$ cat config.mk
export PLATFORM = sky130hd
export DESIGN_NAME = imem_boot_loader_flat
export DESIGN_NICKNAME = d
export VERILOG_FILES = /design/src/rtl/imem_boot_loader_if.sv /design/src/rtl/imem_boot_loader.sv /design/src/flat_wrapper.sv
export SDC_FILE = /design/constraint.sdc
export NUM_CORES = 1
export LEC_CHECK = 0
export CORE_ASPECT_RATIO = 0.75
export CORE_MARGIN = 1.5
export CORE_UTILIZATION = 29
export DETAILED_ROUTE_END_ITERATION = 8
export PLACE_DENSITY_LB_ADDON = 0.25
export SYNTH_ARGS = -nofsm -noshare
export SYNTH_HDL_FRONTEND = slang
export SYNTH_SLANG_ARGS = --single-unit
$ cat constraint.sdc
create_clock -name clk -period 3 [get_ports clk]
set_clock_uncertainty 0.1 [all_clocks]
set_input_delay 0.45 -clock clk [delete_from_list [all_inputs] [get_ports clk]]
set_output_delay 0.45 -clock clk [all_outputs]
set_load 0.01 [all_outputs]
$ cat src/rtl/imem_boot_loader_if.sv
// Byte-stream input and instruction-memory write port of the boot loader.
// The loader uses the slave side. The master side is the stream source and memory.
interface imem_boot_loader_if #(
  parameter int ADDR_WIDTH = 10
);
  logic [7:0]            in_data;
  logic                  in_valid;
  logic                  in_ready;
  logic                  mem_wr_en;
  logic [ADDR_WIDTH-1:0] mem_wr_addr;
  logic [31:0]           mem_wr_data;

  modport master (
    output in_data, in_valid,
    input  in_ready, mem_wr_en, mem_wr_addr, mem_wr_data
  );

  modport slave (
    input  in_data, in_valid,
    output in_ready, mem_wr_en, mem_wr_addr, mem_wr_data
  );
endinterface

$ cat src/rtl/imem_boot_loader.sv
// Loads a length-prefixed, XOR-checksummed byte image into instruction memory.
// The CPU is held in reset until the checksum has been verified.
module imem_boot_loader #(
  parameter int ADDR_WIDTH = 10,
  parameter int MAX_WORDS  = 1024,
  parameter int BASE_WORD  = 0
) (
  input  logic                clk,
  input  logic                reset,
  imem_boot_loader_if.slave   bus,
  output logic                cpu_reset,
  output logic                done,
  output logic                error,
  output logic [15:0]         word_count
);

  typedef enum logic [2:0] {HDR_HI, HDR_LO, DATA, CSUM, RUN, ERR} state_t;

  localparam logic [16:0]           MAX_W  = 17'(MAX_WORDS);
  localparam logic [ADDR_WIDTH-1:0] BASE_A = ADDR_WIDTH'(BASE_WORD);

  state_t                state_q, state_d;
  logic [7:0]            hdr_hi_q, hdr_hi_d;
  logic [15:0]           count_q, count_d;
  logic [31:0]           asm_q, asm_d;
  logic [1:0]            lane_q, lane_d;
  logic [7:0]            xor_q, xor_d;
  logic                  wr_en_q, wr_en_d;
  logic [ADDR_WIDTH-1:0] wr_addr_q, wr_addr_d;
  logic [31:0]           wr_data_q, wr_data_d;
  logic [15:0]           word_count_q, word_count_d;
  logic                  cpu_reset_q, cpu_reset_d;
  logic                  done_q, done_d;
  logic                  error_q, error_d;
  logic                  in_ready;
  logic                  xfer;

  always_ff @(posedge clk) begin
    if (reset) begin
      state_q      <= HDR_HI;
      hdr_hi_q     <= 8'd0;
      count_q      <= 16'd0;
      asm_q        <= 32'd0;
      lane_q       <= 2'd0;
      xor_q        <= 8'd0;
      wr_en_q      <= 1'b0;
      wr_addr_q    <= BASE_A;
      wr_data_q    <= 32'd0;
      word_count_q <= 16'd0;
      cpu_reset_q  <= 1'b1;
      done_q       <= 1'b0;
      error_q      <= 1'b0;
    end else begin
      state_q      <= state_d;
      hdr_hi_q     <= hdr_hi_d;
      count_q      <= count_d;
      asm_q        <= asm_d;
      lane_q       <= lane_d;
      xor_q        <= xor_d;
      wr_en_q      <= wr_en_d;
      wr_addr_q    <= wr_addr_d;
      wr_data_q    <= wr_data_d;
      word_count_q <= word_count_d;
      cpu_reset_q  <= cpu_reset_d;
      done_q       <= done_d;
      error_q      <= error_d;
    end
  end

  always_comb begin
    state_d      = state_q;
    hdr_hi_d     = hdr_hi_q;
    count_d      = count_q;
    asm_d        = asm_q;
    lane_d       = lane_q;
    xor_d        = xor_q;
    wr_en_d      = 1'b0;
    wr_addr_d    = wr_addr_q;
    wr_data_d    = wr_data_q;
    word_count_d = word_count_q;
    cpu_reset_d  = cpu_reset_q;
    done_d       = done_q;
    error_d      = error_q;
    in_ready     = (state_q == HDR_HI) || (state_q == HDR_LO) ||
                   (state_q == DATA)   || (state_q == CSUM);
    xfer         = bus.in_valid && in_ready;

    case (state_q)
      HDR_HI: begin
        if (xfer) begin
          hdr_hi_d = bus.in_data;
          state_d  = HDR_LO;
        end
      end
      HDR_LO: begin
        if (xfer) begin
          count_d = {hdr_hi_q, bus.in_data};
          if ({1'b0, hdr_hi_q, bus.in_data} > MAX_W) begin
            state_d = ERR;
            error_d = 1'b1;
          end else if (count_d == 16'd0) begin
            state_d = CSUM;
          end else begin
            state_d = DATA;
          end
        end
      end
      DATA: begin
        if (xfer) begin
          asm_d  = {asm_q[23:0], bus.in_data};
          xor_d  = xor_q ^ bus.in_data;
          lane_d = lane_q + 2'd1;
          // Fourth byte: the strobe is registered, so the next word's first
          // byte can be taken in the same cycle the write goes out.
          if (lane_q == 2'd3) begin
            wr_en_d      = 1'b1;
            wr_data_d    = asm_d;
            wr_addr_d    = BASE_A + ADDR_WIDTH'(word_count_q);
            word_count_d = word_count_q + 16'd1;
            if (word_count_d == count_q) begin
              state_d = CSUM;
            end
          end
        end
      end
      CSUM: begin
        if (xfer) begin
          if (bus.in_data == xor_q) begin
            state_d     = RUN;
            done_d      = 1'b1;
            cpu_reset_d = 1'b0;
          end else begin
            state_d = ERR;
            error_d = 1'b1;
          end
        end
      end
      RUN:     state_d = RUN;
      ERR:     state_d = ERR;
      default: state_d = HDR_HI;
    endcase
  end

  assign bus.in_ready    = in_ready;
  assign bus.mem_wr_en   = wr_en_q;
  assign bus.mem_wr_addr = wr_addr_q;
  assign bus.mem_wr_data = wr_data_q;
  assign cpu_reset       = cpu_reset_q;
  assign done            = done_q;
  assign error           = error_q;
  assign word_count      = word_count_q;

endmodule
$ cat src/flat_wrapper.sv
// flat-port wrapper written by rule: the top's interface ports become plain ports
module imem_boot_loader_flat 
#(
  parameter int ADDR_WIDTH = 10,
  parameter int MAX_WORDS  = 1024,
  parameter int BASE_WORD  = 0
)
  (clk, reset, cpu_reset, done, error, word_count, bus_in_data, bus_in_valid, bus_in_ready, bus_mem_wr_en, bus_mem_wr_addr, bus_mem_wr_data);
  imem_boot_loader_if #(.ADDR_WIDTH(ADDR_WIDTH)) bus_i ();
  input  logic clk;
  input  logic reset;
  output logic cpu_reset;
  output logic done;
  output logic error;
  output logic [15:0] word_count;
  input wire logic [$bits(bus_i.in_data)-1:0] bus_in_data;
  input wire logic [$bits(bus_i.in_valid)-1:0] bus_in_valid;
  output wire logic [$bits(bus_i.in_ready)-1:0] bus_in_ready;
  output wire logic [$bits(bus_i.mem_wr_en)-1:0] bus_mem_wr_en;
  output wire logic [$bits(bus_i.mem_wr_addr)-1:0] bus_mem_wr_addr;
  output wire logic [$bits(bus_i.mem_wr_data)-1:0] bus_mem_wr_data;
  assign bus_i.in_data = bus_in_data;
  assign bus_i.in_valid = bus_in_valid;
  assign bus_in_ready = bus_i.in_ready;
  assign bus_mem_wr_en = bus_i.mem_wr_en;
  assign bus_mem_wr_addr = bus_i.mem_wr_addr;
  assign bus_mem_wr_data = bus_i.mem_wr_data;
  imem_boot_loader #(.ADDR_WIDTH(ADDR_WIDTH), .MAX_WORDS(MAX_WORDS), .BASE_WORD(BASE_WORD)) u_core (.clk(clk), .reset(reset), .bus(bus_i), .cpu_reset(cpu_reset), .done(done), .error(error), .word_count(word_count));
endmodule
==> load_flow_metrics.sql <==
INSERT INTO impl_metrics (metric_group, metric, value, unit) VALUES
('finish', 'drive_above_1_share', '8.22', '%'),
('power', 'sequentialPowerShare', '42.8', '%'),
('setup_path', 'worst-path-max-fanout', '12', ''),
('drt', 'detail_route.iter0.violations', '302', ''),
('synthesis', 'synth_top_cells_by_area', 'dfxtp_1, nand2_1, a21oi_1, xnor2_1, xor2_1', ''),
('drt', 'drt-pass1-iter-count', '5', ''),
('synthesis', 'synth_flop_cell', 'dfxtp_1', ''),
('cts', 'cts_root_buffer', 'clkbuf_16', ''),
('setup_path', 'critical_path_arrival', '2910', 'ps'),
('setup_path', 'reg2reg_slack', '330', 'ps'),
('sta', 'slack_of_the_critical_path', '330', 'ps'),
('finish', 'finalInstanceArea', '6810', 'sq um'),
('power', 'leakagePower', '0.00227', 'uW'),
('cts', 'cts-hold-fix-buffers', '0', ''),
('cts', 'cts_buffers', '17', ''),
('sta', 'timing.fmax', '375', 'MHz'),
('place', 'placedInstanceArea', '6210', 'sq um'),
('synthesis', 'synth_top_area_cell', 'dfxtp_1', ''),
('finish', 'fill_count', '1881', ''),
('drt', 'drt_drc_violations_left', '0', ''),
('drt', 'vias_per_cell', '4.70', ''),
('synthesis', 'yosysSeqAreaShare', '46.5', '%'),
('finish', 'num_antenna_cells', '0', ''),
('synthesis', 'syn_inst', '666', ''),
('drt', 'dr_total_vias', '4621', ''),
('place', 'globalplace.congestion', '0.824', ''),
('cts', 'cts_max_level', '4', ''),
('global_route', 'global_route_wire_length_before_repair', '23.3', 'mm'),
('power', 'clock_power_share', '50.9', '%'),
('synthesis', 'yosysWarnings', '0', ''),
('setup_path', 'cp-endpoint', 'u_core.state_q[0]$_SDFFE_PP0P_', ''),
('sta', 'final_max_slew_viol_count', '0', ''),
('global_route', 'antenna_found_initial', '0', ''),
('power', 'vdd_drop_max', '314', 'uV'),
('drt', 'final_antenna_net_count', '0', ''),
('setup_path', 'critPathLaunchType', 'flop', ''),
('floorplanning', 'die_width', '159', 'um'),
('cts', 'clk_path_buf_depth', '2', ''),
('drt', 'drt-total-wl', '14.1', 'mm'),
('floorplanning', 'row_count', '42', ''),
('sta', 'slew_headroom', '60.9', '%'),
('synthesis', 'yosys.cell_count.top_type', 'nand2_1', ''),
('place', 'number_of_buffer_cells_added_on_primary_ports', '73', ''),
('floorplanning', 'die-height', '120', 'um'),
('setup_path', 'worst_setup_path_startpoint', 'u_core.word_count[2]$_SDFFE_PP0P_', ''),
('power', 'comb_power_share', '6.3', '%'),
('synthesis', 'synth_commonest_cells', 'nand2_1, dfxtp_1, a21oi_1', ''),
('power', 'switching_share', '23.8', '%'),
('cts', 'tritoncts', 'done', ''),
('synthesis', 'syn_avg_cell_area', '7.95', 'sq um'),
('synthesis', 'ys_types', '56', ''),
('min_path', 'hold_path_class', 'reg -> reg', ''),
('job', 'max_cap_viol_count', '0', ''),
('sta', 'min_period_over_period', '89.0', '%'),
('setup_path', 'required_time_worst_endpoint', '3240', 'ps'),
('place', 'place_hpwl', '9.53', 'mm'),
('floorplanning', 'die_area', '19100', 'sq um'),
('sta', 'fin_tns_setup', '0', 'ps'),
('power', 'power.density', '590', 'nW/um^2'),
('power', 'net-switching-power', '954', 'uW'),
('setup_path', 'crit-reg2reg-capture', 'u_core.state_q[0]$_SDFFE_PP0P_', ''),
('global_route', 'grt_overflow', '0', ''),
('setup_path', 'timing.critical_path.to_type', 'flop', ''),
('sta', 'final-setup-viol-count', '0', ''),
('sta', 'timing.final.crit_period', '2670', 'ps'),
('global_route', 'grt_pass1_vias', '4340', ''),
('synthesis', 'syn_nets', '679', ''),
('floorplanning', 'io-pin-count', '74', ''),
('run_status', 'status', 'finished, final reports clean', ''),
('cts', 'clkSlewWorstSetupHoldPaths', '60', 'ps'),
('floorplanning', 'start_util', '29.8', '%');
==> metrics by stage <==
stage | cells | utilization [%] | total power [uW] | hold WS (ps)
3_5_place_dp | 952 | 35.0 | 2010 | 344
4_1_cts | 984 | 38.3 | 4050 | 353
6_report | 984 | 38.3 | 4010 | 347
5_1_grt | 984 | 38.3 | 4170 | 369
2_1_floorplan | 666 | - | 1920 | 332
3_3_place_gp | 952 | 35.0 | 2010 | 343
==> sequential cells by signal, indices dropped and copies added (netlist names) <==
signal and flops:
u_core.hdr_hi_q 8, u_core.cpu_reset 1, u_core.bus.mem_wr_addr 10, u_core.word_count 16, u_core.bus.mem_wr_en 1, u_core.bus.mem_wr_data 32
u_core.asm_q 24, u_core.count_q 16, u_core.done 1, u_core.xor_q 8, u_core.lane_q 2, u_core.state_q 3
u_core.error 1
==> cells in the final DEF (no fill, tap or decap), types with 5 or more instances in the layout <==
| master | instances |
|---|---|
| nand2b_1 | 10 |
| nand3_1 | 10 |
| buf_4 | 18 |
| xor2_1 | 20 |
| dfxtp_1 | 123 |
| nand4_1 | 6 |
| nor3_1 | 11 |
| nor2_1 | 37 |
| nand2_1 | 199 |
| a21oi_1 | 110 |
| clkdlybuf4s50_1 | 72 |
| clkbuf_16 | 17 |
| a31oi_1 | 5 |
| or3_1 | 6 |
| xnor2_1 | 24 |
| nor4_1 | 5 |
| o21ai_0 | 7 |
==> kinds of logic (layout without fill, tap and decap cells) <==
family	Yosys count	count (layout)	share of synthesized area [%]
mux	2	2	0.378
compound gates	138	138	14.2
simple gates	306	306	25.6
xor+xnor	44	44	7.28
flops	123	123	46.5
buf+inv	51	127	5.51
fa+ha+maj	2	2	0.473
==> worst max-delay path: stages, from the launching register on <==
cell and delay, ps:
dfxtp_1 610, nand3_2 250, a2111oi_0 540, nand4_1 140
or4_1 520, o31a_1 320, nor3_2 130
==> power groups by stage <==
stage          Clock, uW  Combinational [uW]  Sequential, uW
6_report            2040                 253            1720
5_1_grt             2160                 285            1720
4_1_cts             2080                 255            1720
3_5_place_dp           0                 254            1750
3_3_place_gp           0                 254            1750
2_1_floorplan          0                 195            1730
==> routing by layer <==
metal	wire length (um)	vias up	global-route usage, %
met3	747	9	4.74
met5	0	-	0
li1	-	2354	-
met2	5470	118	20.7
met4	91	0	3.89
met1	7830	2140	23.4
==> cell type report <==
| cell class | instances | area, sq um | area share [%] |
|---|---|---|---|
| inverters | 3 | 11.3 | 0.165 |
| clock inverters | 10 | 116 | 1.71 |
| well taps | 242 | 303 | 4.45 |
| repair buffers | 92 | 896 | 13.2 |
| clock buffers | 22 | 474 | 6.97 |
| flip-flops and latches | 123 | 2460 | 36.2 |
| multi-input cells | 492 | 2540 | 37.4 |
==> worst min path at each step <==
stage                                            startpoint                                       to  slack (ps)  cells after the start
floorplan                     u_core.asm_q[16]$_SDFFE_PP0P_  u_core.bus.mem_wr_data[24]$_SDFFE_PP0P_         330                      2
global placement              u_core.asm_q[19]$_SDFFE_PP0P_  u_core.bus.mem_wr_data[27]$_SDFFE_PP0P_         340                      2
detailed placement            u_core.cpu_reset$_SDFFE_PP1P_            u_core.cpu_reset$_SDFFE_PP1P_         340                      1
CTS                           u_core.asm_q[19]$_SDFFE_PP0P_  u_core.bus.mem_wr_data[27]$_SDFFE_PP0P_         350                      2
global route        u_core.bus.mem_wr_data[26]$_SDFFE_PP0P_  u_core.bus.mem_wr_data[26]$_SDFFE_PP0P_         370                      2
finish                        u_core.asm_q[19]$_SDFFE_PP0P_  u_core.bus.mem_wr_data[27]$_SDFFE_PP0P_         350                      2
Power figures use the tool's default switching activity.
